## src/rtl/ar9331_to_fpga.sv

```systemverilog
// Receive side of the AR9331 byte link: synchronizes the four-phase strobe/ack
// handshake into clk, buffers bytes in a show-ahead FIFO and streams them out.
module ar9331_to_fpga #(
   parameter int DEPTH   = 16,
   parameter int LEN_W   = 16,
   parameter int TIMEOUT = 1000
) (
   input  logic             clk,
   input  logic             rst_n,
   input  logic             en,
   input  logic [LEN_W-1:0] len_in,
   input  logic             strb_in,
   input  logic [7:0]       data_in,
   output logic             ack,
   output logic [7:0]       dout,
   output logic             dout_valid,
   input  logic             dout_ready,
   output logic             frame_done,
   output logic [4:0]       status
);

   localparam int AW = $clog2(DEPTH);
   localparam int TW = $clog2(TIMEOUT + 1);

   typedef enum logic [2:0] {
      IDLE    = 3'd0,
      WAIT_HI = 3'd1,
      WAIT_LO = 3'd2,
      DONE    = 3'd3,
      ERR     = 3'd4
   } state_t;

   state_t           state, state_nx;
   logic             strb_meta, strb_s;
   logic [7:0]       data_meta, data_s;
   logic             ack_nx, err, err_nx;
   logic [LEN_W-1:0] len_lat, len_nx, byte_cnt, cnt_nx;
   logic [TW-1:0]    tmo_cnt, tmo_nx;
   logic             push, pop, fifo_full;
   logic [7:0]       mem [DEPTH];
   logic [AW-1:0]    wr_ptr, rd_ptr;
   logic [AW:0]      occ;

   // Two-flop synchronizers; the data bus is held stable by the host across the strobe.
   always_ff @(posedge clk or negedge rst_n) begin
      if (!rst_n) begin
         strb_meta <= 1'b0;
         strb_s    <= 1'b0;
         data_meta <= 8'h00;
         data_s    <= 8'h00;
      end else begin
         strb_meta <= strb_in;
         strb_s    <= strb_meta;
         data_meta <= data_in;
         data_s    <= data_meta;
      end
   end

   always_ff @(posedge clk or negedge rst_n) begin
      if (!rst_n) begin
         state    <= IDLE;
         ack      <= 1'b0;
         err      <= 1'b0;
         len_lat  <= '0;
         byte_cnt <= '0;
         tmo_cnt  <= '0;
      end else begin
         state    <= state_nx;
         ack      <= ack_nx;
         err      <= err_nx;
         len_lat  <= len_nx;
         byte_cnt <= cnt_nx;
         tmo_cnt  <= tmo_nx;
      end
   end

   always_comb begin
      state_nx = state;
      ack_nx   = ack;
      err_nx   = err;
      len_nx   = len_lat;
      cnt_nx   = byte_cnt;
      tmo_nx   = tmo_cnt;
      push     = 1'b0;
      if (!en) begin
         state_nx = IDLE;
         ack_nx   = 1'b0;
         err_nx   = 1'b0;
      end else begin
         case (state)
            IDLE: begin
               ack_nx = 1'b0;
               if (len_in != '0) begin
                  len_nx   = len_in;
                  cnt_nx   = '0;
                  state_nx = WAIT_HI;
               end
            end
            WAIT_HI: begin
               if (strb_s && !fifo_full) begin
                  push     = 1'b1;
                  cnt_nx   = byte_cnt + 1'b1;
                  ack_nx   = 1'b1;
                  tmo_nx   = '0;
                  state_nx = WAIT_LO;
               end
            end
            WAIT_LO: begin
               // The TIMEOUT-th cycle spent here without a strobe fall is fatal.
               if (!strb_s) begin
                  ack_nx   = 1'b0;
                  state_nx = (byte_cnt == len_lat) ? DONE : WAIT_HI;
               end else if (tmo_cnt == TW'(TIMEOUT - 1)) begin
                  ack_nx   = 1'b0;
                  err_nx   = 1'b1;
                  state_nx = ERR;
               end else begin
                  tmo_nx = tmo_cnt + 1'b1;
               end
            end
            DONE:    state_nx = IDLE;
            ERR:     ack_nx   = 1'b0;
            default: state_nx = IDLE;
         endcase
      end
   end

   assign pop        = dout_valid & dout_ready;
   assign fifo_full  = (occ == (AW + 1)'(DEPTH));
   assign dout_valid = (occ != '0);
   assign dout       = mem[rd_ptr];
   assign frame_done = (state == DONE);
   assign status     = {err, fifo_full, state};

   always_ff @(posedge clk) begin
      if (push) mem[wr_ptr] <= data_s;
   end

   // Pointers wrap naturally at DEPTH; occupancy is one bit wider to tell full from empty.
   always_ff @(posedge clk or negedge rst_n) begin
      if (!rst_n) begin
         wr_ptr <= '0;
         rd_ptr <= '0;
         occ    <= '0;
      end else begin
         if (push) wr_ptr <= wr_ptr + 1'b1;
         if (pop)  rd_ptr <= rd_ptr + 1'b1;
         case ({push, pop})
            2'b10:   occ <= occ + 1'b1;
            2'b01:   occ <= occ - 1'b1;
            default: occ <= occ;
         endcase
      end
   end

endmodule

```

## config.mk

```make
export PLATFORM = sky130hd
export DESIGN_NAME = ar9331_to_fpga
export DESIGN_NICKNAME = d
export VERILOG_FILES = /design/src/rtl/ar9331_to_fpga.sv
export SDC_FILE = /design/constraint.sdc
export NUM_CORES = 1
export LEC_CHECK = 0
export CAP_MARGIN = 20
export CORE_UTILIZATION = 60
export DETAILED_ROUTE_END_ITERATION = 10
export PLACE_DENSITY = 0.76
export SLEW_MARGIN = 20
export SYNTH_ARGS = -nofsm -noshare
export SYNTH_HDL_FRONTEND = slang
export SYNTH_SLANG_ARGS = --single-unit
```

## constraint.sdc

```tcl
create_clock -name clk -period 8 [get_ports clk]
set_input_delay 2.4 -clock clk [delete_from_list [all_inputs] [get_ports clk]]
set_output_delay 2.4 -clock clk [all_outputs]
set_load 0.03 [all_outputs]
```

* Word-level counts from Yosys, hierarchy flattened
Memories as Yosys holds them, arrays and structs flattened. Cells that the tools add are included.
Word-level totals: flip-flop bits (word level) 78, memory bits (writable) 128, input bits 29, output and inout port bits 16, word-level logic and storage cells 86, memories 1
Memory list:
- mem | words 16, bits a word 8, rd ports 1, clocked after memory_dff 0, write ports 1, RTL line 40 | logic [7:0] mem [DEPTH];
Operators by class: add/sub/neg operators 6, eq/ne operators 21, muxes and demuxes 29, bitwise logic cells 1, reductions and logical operators 15
Operators with widths (number):
- two-way mux 16 bit | 2
- one-hot mux 16 bit (2 select lines) | 1
- two-way mux 10 bit | 3
- one-hot mux 10 bit (2 select lines) | 1
- adder 16 x 1 -> 16 bit, second input constant | 1
- == test 16 bit | 1
- nonzero test 16 bit | 1
- two-way mux 3 bit | 5
- two-way mux 1 bit | 13
- one-hot mux 3 bit (4 select lines) | 1
- adder 10 x 1 -> 10 bit, second input constant | 1
- == test 10 bit, second input constant | 1
- != test 2 bit, second input constant | 5
- one-hot mux 5 bit (2 select lines) | 1
- AND reduction 3 bit | 3
- adder 4 x 1 -> 4 bit, second input constant | 2
- AND reduction 4 bit | 2
- == test 3 x 2 -> 1 bit, second input constant | 2
- != test 2 x 1 -> 1 bit, second input constant | 3
- != test 3 bit, second input constant | 2
- nonzero test 2 bit | 3
- adder 5 x 1 -> 5 bit, second input constant | 1
- == test 5 bit, second input constant | 1
- AND reduction 5 bit | 1
- other kinds (15) | 15

* Longest topological paths before layout
Gate-level depths: netlist of the first run.
depth after elaboration 8, depth in mapped cells 13

* Worst setup path after synthesis of the first run
Ideal clock, no wire load.
kind reg2out, start register rd_ptr[0], end output dout[0], arrival time 2068 ps, data required time 5600 ps, path slack 3532 ps, stages on the path, launching flop included 5, buffers on the path 2, cell sequence dfrtp_1 -> clkbuf_1 -> buf_2 -> mux4_2 -> mux4_2
On the way: word-level cells in the longest chain between the ends 1
RTL lines:
- start: declaration | RTL line 41 | logic [AW-1:0] wr_ptr, rd_ptr;
- start signal: assignment | RTL line 147 | if (pop) rd_ptr <= rd_ptr + 1'b1;
- memory read (16 x 8 bit)
- end: declaration | RTL line 15 | output logic [7:0] dout,
No other way between the ends.

* Worst setup path after layout of the first run
Ends and elaborated chain as after synthesis.

==> run metrics, run 1 <==
status completed; f_max 175 MHz; dominant register cell in the synthesized netlist sky130_fd_sc_hd__edfxtp_1; grt ovf 0; Gate Count Post-Synth 562; nets@finish 654; portion of synthesized cell area occupied by the leading cell type 44.8%; number of maximum-capacitance constraint violations 0; share of power burned in combinational logic 26.6%; routability congestion estimate from global placement 0.849; post-route antenna net violation count 0; port buffer count 44; number of sinks driven by the clock tree 206; relative slew slack 34.1%; Clk Tree Root Cell sky130_fd_sc_hd__clkbuf_16; time the final worst path needs with I/O delays and setup 5.70 ns; number of DRC markers after the initial detailed-route iteration 278; cells on worst reg2reg path 13; Critical Setup Path Class register to output pin; number of placement rows 43; slowest cell on the critical path sky130_fd_sc_hd__dfrtp_2; total power after layout 3.35 mW; slew at the pin with the worst max-slew slack 0.985 ns; routed wl met3 759 um; Syn-to-layout area delta 16.7%; Post-Route M1 WL 6.85 mm; library cell appearing most often on the critical path sky130_fd_sc_hd__mux4_2; switching component of the power 0.991 mW; leading cell type in the layout, fill and taps excluded sky130_fd_sc_hd__edfxtp_1; share of power burned in registers 42.0%; final worst path period share 71.3%; Critical Path Source rd_ptr[0]; final antenna diode count 0; all-layer global routing usage 24.5%; highest layer used for signal routing met4; met2 wire len 8.68 mm; fin. max-slew vios 0; total area of multi-input combinational cells 2630 sq um; data required time of the worst path 5.60 ns; Hold Path Depth 0; average wire per standard cell 20.8 um; clock tree from TritonCTS done; number of top-level pins 45; area leader, netlist sky130_fd_sc_hd__edfxtp_1; element type at the critical path start register; delay-heaviest family, CP multiplexers; P per Cell Area 334 nW/um^2; Synth Net Count 603; post-place instance area 9210 sq um; list of cells traversed by the critical path buf_4 -> mux4_2 -> mux4_2 -> clkdlybuf4s50_1; worst clock skew 0.0112 ns; flip-flop and latch count after synthesis 206; source of the worst hold timing path data_meta[4]; Worst path max stage delay 0.71 ns; final setup violating endpoints 0; number of distinct library cells after synthesis 46; count of hold buffers inserted by post-cts repair 0; cell area after synthesis 8570 sq um; final non-filler cell area 10000 sq um; Clk Latency, worst-skew pair 0.48 ns; Remaining DRCs 0; commonest non-fill, non-tap cells in the layout sky130_fd_sc_hd__edfxtp_1 (128), sky130_fd_sc_hd__nand2_1 (81), sky130_fd_sc_hd__dfrtp_1 (77); Detailed Route WL 16.8 mm; placeable core region 13900 sq um; largest cells by area after synthesis sky130_fd_sc_hd__edfxtp_1 (45%), sky130_fd_sc_hd__dfrtp_1 (23%), sky130_fd_sc_hd__mux4_2 (11%); Critical Path Fanout Max 18; Die Wd 122 um; number of cells on the critical path 4; deepest clock path buffer count 3; Post-synth EDFFs 128; Arr. time, crit path 3.30 ns; part of the Yosys area used for sequential elements 67.6%; Vert. Die Dim 122 um; post-DP HPWL 11.2 mm; Setup Total Neg Slack 0 ns; initial antenna violation count 0; final hold viol count 0; total number of H-tree levels 1; total die area 14800 sq um; CP Buf/Inv Count 2; via count of the first global-routing pass 4992; Post-Syn Area per Cell 15.3 sq um; leakage power summed over all cells 3.67 nW; part of the total power dissipated in the clock network 31.4%; post-layout utilization of the core 71.8%; proportion of register bits with asynchronous set or reset after synthesis 37.9%; total clock buffers created by CTS 21; first-pass GRT wire length 26.8 mm; CTS-repair resized insts 0; drt via density 5.98; register area 5800 sq um; largest net degree at the start of global routing 79; share of layout cells above drive strength 1 16.3%; 1st-pass router iterations 5; count of yosys warnings during synthesis 0; Internal Power 2.36 mW; worst vdd rail ir drop 243 uV; Clock Pin Slew Worst Setup and Hold Paths 0.06 ns; net switching share of the total power 29.6%; type of the most critical hold path register to register; setup bufs post-CTS 0; starting density of the core 61.5%; setup repair after global routing missed its margin false; Filler cells 856; beginning of the worst register-to-register path occ[0]; element type at the critical path end output pin; count of vias placed by the detailed router 4822
-- Yosys cell counts (2+ instances only) --
cell and instances:
sky130_fd_sc_hd__or4_4 2, sky130_fd_sc_hd__o31ai_1 4, sky130_fd_sc_hd__a21oi_1 9, sky130_fd_sc_hd__inv_1 16, sky130_fd_sc_hd__nand2_1 81, sky130_fd_sc_hd__a21boi_0 2, sky130_fd_sc_hd__buf_1 3, sky130_fd_sc_hd__a2111oi_0 3
sky130_fd_sc_hd__nor2_1 28, sky130_fd_sc_hd__or3b_2 2, sky130_fd_sc_hd__nor3_1 7, sky130_fd_sc_hd__mux4_2 40, sky130_fd_sc_hd__clkbuf_1 13, sky130_fd_sc_hd__a21o_1 3, sky130_fd_sc_hd__nand4_1 11, sky130_fd_sc_hd__or4_1 10
sky130_fd_sc_hd__xor2_1 6, sky130_fd_sc_hd__nor3b_1 4, sky130_fd_sc_hd__or3_1 7, sky130_fd_sc_hd__mux2_2 2, sky130_fd_sc_hd__and4_1 2, sky130_fd_sc_hd__buf_4 2, sky130_fd_sc_hd__and3_1 2, sky130_fd_sc_hd__edfxtp_1 128
sky130_fd_sc_hd__xnor2_1 29, sky130_fd_sc_hd__o211ai_1 9, sky130_fd_sc_hd__nand3_1 10, sky130_fd_sc_hd__dfrtp_1 78, sky130_fd_sc_hd__buf_2 6, sky130_fd_sc_hd__o21ai_0 15, sky130_fd_sc_hd__ha_1 11, sky130_fd_sc_hd__nand2b_1 3
-- sequential cells by signal (all words and copies together), names as in the netlist, 4 cells and up --
name       cells
byte_cnt      16
data_meta      8
data_s         8
len_lat       16
mem          128
occ            5
rd_ptr         4
tmo_cnt       10
wr_ptr         4
-- area by class of cell --
type	instances	share of cell area (%)
well taps	180	2.25
clock inverters	9	1.29
multi-input cells	315	26.2
clock buffers	28	6.44
flip-flops and latches	206	57.9
inverters	16	0.600
repair buffers	53	5.25
-- worst paths after layout --
kind	endpoint	slack, ns
max in group asynchronous	rd_ptr[0]	5.62
min in group asynchronous	byte_cnt[4]	1.80
max reg2reg	occ[4]	4.44
max	dout[0]	2.30
min reg2reg	data_s[4]	0.35
min	data_s[4]	0.35
-- per-stage QoR --
step | hold slack (ns) | std cells | setup WS (ns)
floorplan | 0.331 | 562 | 3.53
global placement | 0.332 | 766 | 2.74
detailed placement | 0.336 | 769 | 2.76
CTS | 0.350 | 806 | 2.23
global route | 0.362 | 807 | 2.13
finish | 0.348 | 807 | 2.30
-- worst register-to-register path, cell delays in order, from the launching register on --
cell and delay, ns:
sky130_fd_sc_hd__dfrtp_1 0.43, sky130_fd_sc_hd__or4_1 0.59, sky130_fd_sc_hd__o21ai_0 0.39, sky130_fd_sc_hd__nor2_1 0.10
sky130_fd_sc_hd__buf_4 0.21, sky130_fd_sc_hd__inv_1 0.19, sky130_fd_sc_hd__ha_1 0.28, sky130_fd_sc_hd__inv_1 0.11
sky130_fd_sc_hd__fa_1 0.41, sky130_fd_sc_hd__nor2b_1 0.12, sky130_fd_sc_hd__o21ai_0 0.11, sky130_fd_sc_hd__and3_1 0.21
sky130_fd_sc_hd__nor3_1 0.18, sky130_fd_sc_hd__xnor2_1 0.15
-- cells by family (layout without fill, tap and decap cells) --
logic type / count (synthesis) / count (layout) / synth area share (%)
AOI/OAI and AO/OA: 51 / 51 / 4.10
xor gates and xnor gates: 35 / 35 / 3.58
adders and majority gates: 12 / 12 / 1.84
buffers and inverters: 41 / 106 / 2.06
DFF: 206 / 206 / 67.6
muxes: 43 / 43 / 10.9
and+or+nand+nor: 174 / 174 / 9.93
-- power groups by stage --
| stage | sequential [mW] | clock [mW] | combinational [mW] |
|---|---|---|---|
| CTS | 1.41 | 1.06 | 0.899 |
| global placement | 1.41 | 0 | 0.858 |
| detailed placement | 1.43 | 0 | 0.885 |
| global route | 1.42 | 1.11 | 0.966 |
| finish | 1.40 | 1.05 | 0.891 |
| floorplan | 1.33 | 0 | 0.714 |
-- metal layers --
layer	vias up	track usage [%]
li1	2216	-
met1	2457	31.8
met2	120	42.4
met3	29	3.34
met4	0	8.87
met5	-	0
Power figures use the tool's default switching activity.
==> run 2: changes to the inputs <==
--- a/config.mk
+++ b/config.mk
@@ -6,9 +6,9 @@
 export NUM_CORES = 1
 export LEC_CHECK = 0
 export CAP_MARGIN = 20
-export CORE_UTILIZATION = 60
+export CORE_UTILIZATION = 54
 export DETAILED_ROUTE_END_ITERATION = 10
-export PLACE_DENSITY = 0.76
+export PLACE_DENSITY = 0.72
 export SLEW_MARGIN = 20
 export SYNTH_ARGS = -nofsm -noshare
 export SYNTH_HDL_FRONTEND = slang
==> constraint.sdc (replaced) <==
create_clock -name clk -period 4.9 [get_ports clk]
set_input_delay 1.47 -clock clk [delete_from_list [all_inputs] [get_ports clk]]
set_output_delay 1.47 -clock clk [all_outputs]
set_load 0.03 [all_outputs]
==> run metrics, run 2 (synthesis gave the netlist of run 1 again) <==
status completed; highest layer used for signal routing met4; final worst path period share 92.7%; routability congestion estimate from global placement 0.799 (-5.9%); type of the most critical hold path register to register; Detailed Route WL 16.3 mm (-3.0%); Die Wd 128 um (+5.3%); cells on worst reg2reg path 12 (-1); nets@finish 661 (+1.1%); hold-critical path endpoint data_s[6]; slowest cell on the critical path sky130_fd_sc_hd__dfrtp_2; drt via density 5.61 (-6.1%); count of vias placed by the detailed router 4748 (-1.5%); worst vdd rail ir drop 309 uV (+27%); data required time of the worst path 3.43 ns (-2.17 ns); deepest clock path buffer count 3 (unchanged); largest net degree at the start of global routing 56 (-29%); Syn-to-layout area delta 16.8% (about the same); number of sinks driven by the clock tree 206 (unchanged); Critical Path Fanout Max 24 (+6); number of placement rows 45 (+4.7%); delay-heaviest family, CP multiplexers; total clock buffers created by CTS 21 (unchanged); relative slew slack 32.6% (-1.5 points); 1st-pass router iterations 4 (-1); number of placed instances with taps included 808 (+5.1%); time the final worst path needs with I/O delays and setup 4.54 ns; Post-Route M1 WL 6.94 mm (+1.3%); P per Cell Area 536 nW/um^2 (+60%); Critical Path Source rd_ptr[0]; element type at the critical path end output pin; post-route antenna net violation count 0 (unchanged); count of hold buffers inserted by post-cts repair 0 (unchanged); CP Buf/Inv Count 2 (unchanged); Remaining DRCs 0 (unchanged); source of the worst hold timing path data_meta[6]; fin. max-slew vios 0 (unchanged); library cell appearing most often on the critical path sky130_fd_sc_hd__mux4_2; port buffer count 44 (unchanged); final hold viol count 0 (unchanged); Clk Tree Root Cell sky130_fd_sc_hd__clkbuf_16; clock tree from TritonCTS done; setup repair after global routing missed its margin false; final antenna diode count 0 (unchanged); Critical Setup Path Class register to output pin; all-layer global routing usage 21.2% (-3.3 points); average wire per standard cell 19.2 um (-7.4%); element type at the critical path start register; worst clock skew 0.00819 ns (-0.00304 ns); initial antenna violation count 0 (unchanged); top register by number of flip-flops mem; placeable core region 15400 sq um (+10%); max reg flops 128 (unchanged); Hold Path Depth 0 (unchanged); Arr. time, crit path 3.07 ns (-0.23 ns); setup bufs post-CTS 0 (unchanged); Clock Pin Slew Worst Setup and Hold Paths 0.06 ns (about the same); final setup violating endpoints 0 (unchanged); Vert. Die Dim 128 um (+5.3%); commonest non-fill, non-tap cells in the layout sky130_fd_sc_hd__edfxtp_1 (128), sky130_fd_sc_hd__nand2_1 (81), sky130_fd_sc_hd__dfrtp_1 (77); f_max 220 MHz; total die area 16400 sq um (+11%); met2 wire len 8.20 mm (-5.6%); number of DRC markers after the initial detailed-route iteration 387 (+39%); worst setup slack for register-to-register paths 1.65 ns (-2.79 ns); starting density of the core 55.8% (-5.7 points); grt ovf 0 (unchanged); number of maximum-capacitance constraint violations 0 (unchanged); list of cells traversed by the critical path buf_12 -> mux4_2 -> mux4_2 -> clkdlybuf4s50_1; total number of H-tree levels 1 (unchanged); share of layout cells above drive strength 1 16.1% (-0.20 points); routed wl met3 832 um (+9.6%); Setup Total Neg Slack 0 ns (unchanged); slew at the pin with the worst max-slew slack 1.01 ns (+0.0224 ns); biggest registers after layout mem (128), byte_cnt (16), len_lat (16); non-filler instance count after layout 846 (+4.8%); Clk Latency, worst-skew pair 0.49 ns (about the same); number of top-level pins 45 (unchanged); leakage power summed over all cells 3.67 nW (about the same); Worst path max stage delay 0.64 ns (-0.07 ns); WHS 0.347 ns (-0.00135 ns); first-pass GRT wire length 26.2 mm (-2.1%); via count of the first global-routing pass 4984 (-0.16%); reg-to-reg endpoint occ[4]; leading cell type in the layout, fill and taps excluded sky130_fd_sc_hd__edfxtp_1; beginning of the worst register-to-register path occ[0]; post-DP HPWL 10.8 mm (-4.2%); CTS-repair resized insts 0 (unchanged)
[run 2: cell count changes in the layout (fill, tap and decap cells not counted), moves of 2 or more]
cell                       change
sky130_fd_sc_hd__clkbuf_8      -4
sky130_fd_sc_hd__nor3_2        -4
sky130_fd_sc_hd__buf_4         +7
sky130_fd_sc_hd__clkbuf_1      +2
sky130_fd_sc_hd__nor3_1        +4
sky130_fd_sc_hd__clkinv_1      +2
[run 2: worst max-delay path by stage]
stage,cells after the start,endpoint,slack (ns)
6_report,4,dout[5],0.36
5_1_grt,4,dout[5],0.23
4_1_cts,4,dout[5],0.32
3_5_place_dp,4,dout[5],0.86
3_3_place_gp,4,dout[5],0.89
2_1_floorplan,4,dout[0],1.36
[run 2: layout make-up]
class / count / area (sq um)
flip-flops and latches: 206 / 5800
repair buffers: 60 / 571
well taps: 211 / 264
clock buffers: 26 / 597
clock inverters: 12 / 121
multi-input cells: 315 / 2610
inverters: 16 / 60.1
fillers: 1068 / 5360
[run 2: layer usage]
layer	vias up	global-route usage (%)
li1	2226	-
met1	2381	27.7
met2	120	36.6
met3	21	3.38
met4	0	7.06
met5	-	0
[run 2: report_power, final]
group	internal, mW	switching (mW)	total, mW
Combinational	0.752	0.739	1.49
Sequential	2.02	0.228	2.25
Clock	0.976	0.646	1.62
Total	3.75	1.61	5.36
[run 2: metrics by stage]
step	total power, mW	util, %	setup WS, ns	area [sq um]
2_1_floorplan	3.34	-	1.36	8570
3_3_place_gp	3.73	60.5	0.894	9300
3_5_place_dp	3.78	60.5	0.864	9300
4_1_cts	5.41	65.2	0.317	10000
5_1_grt	5.63	65.2	0.234	10000
6_report	5.36	65.2	0.359	10000
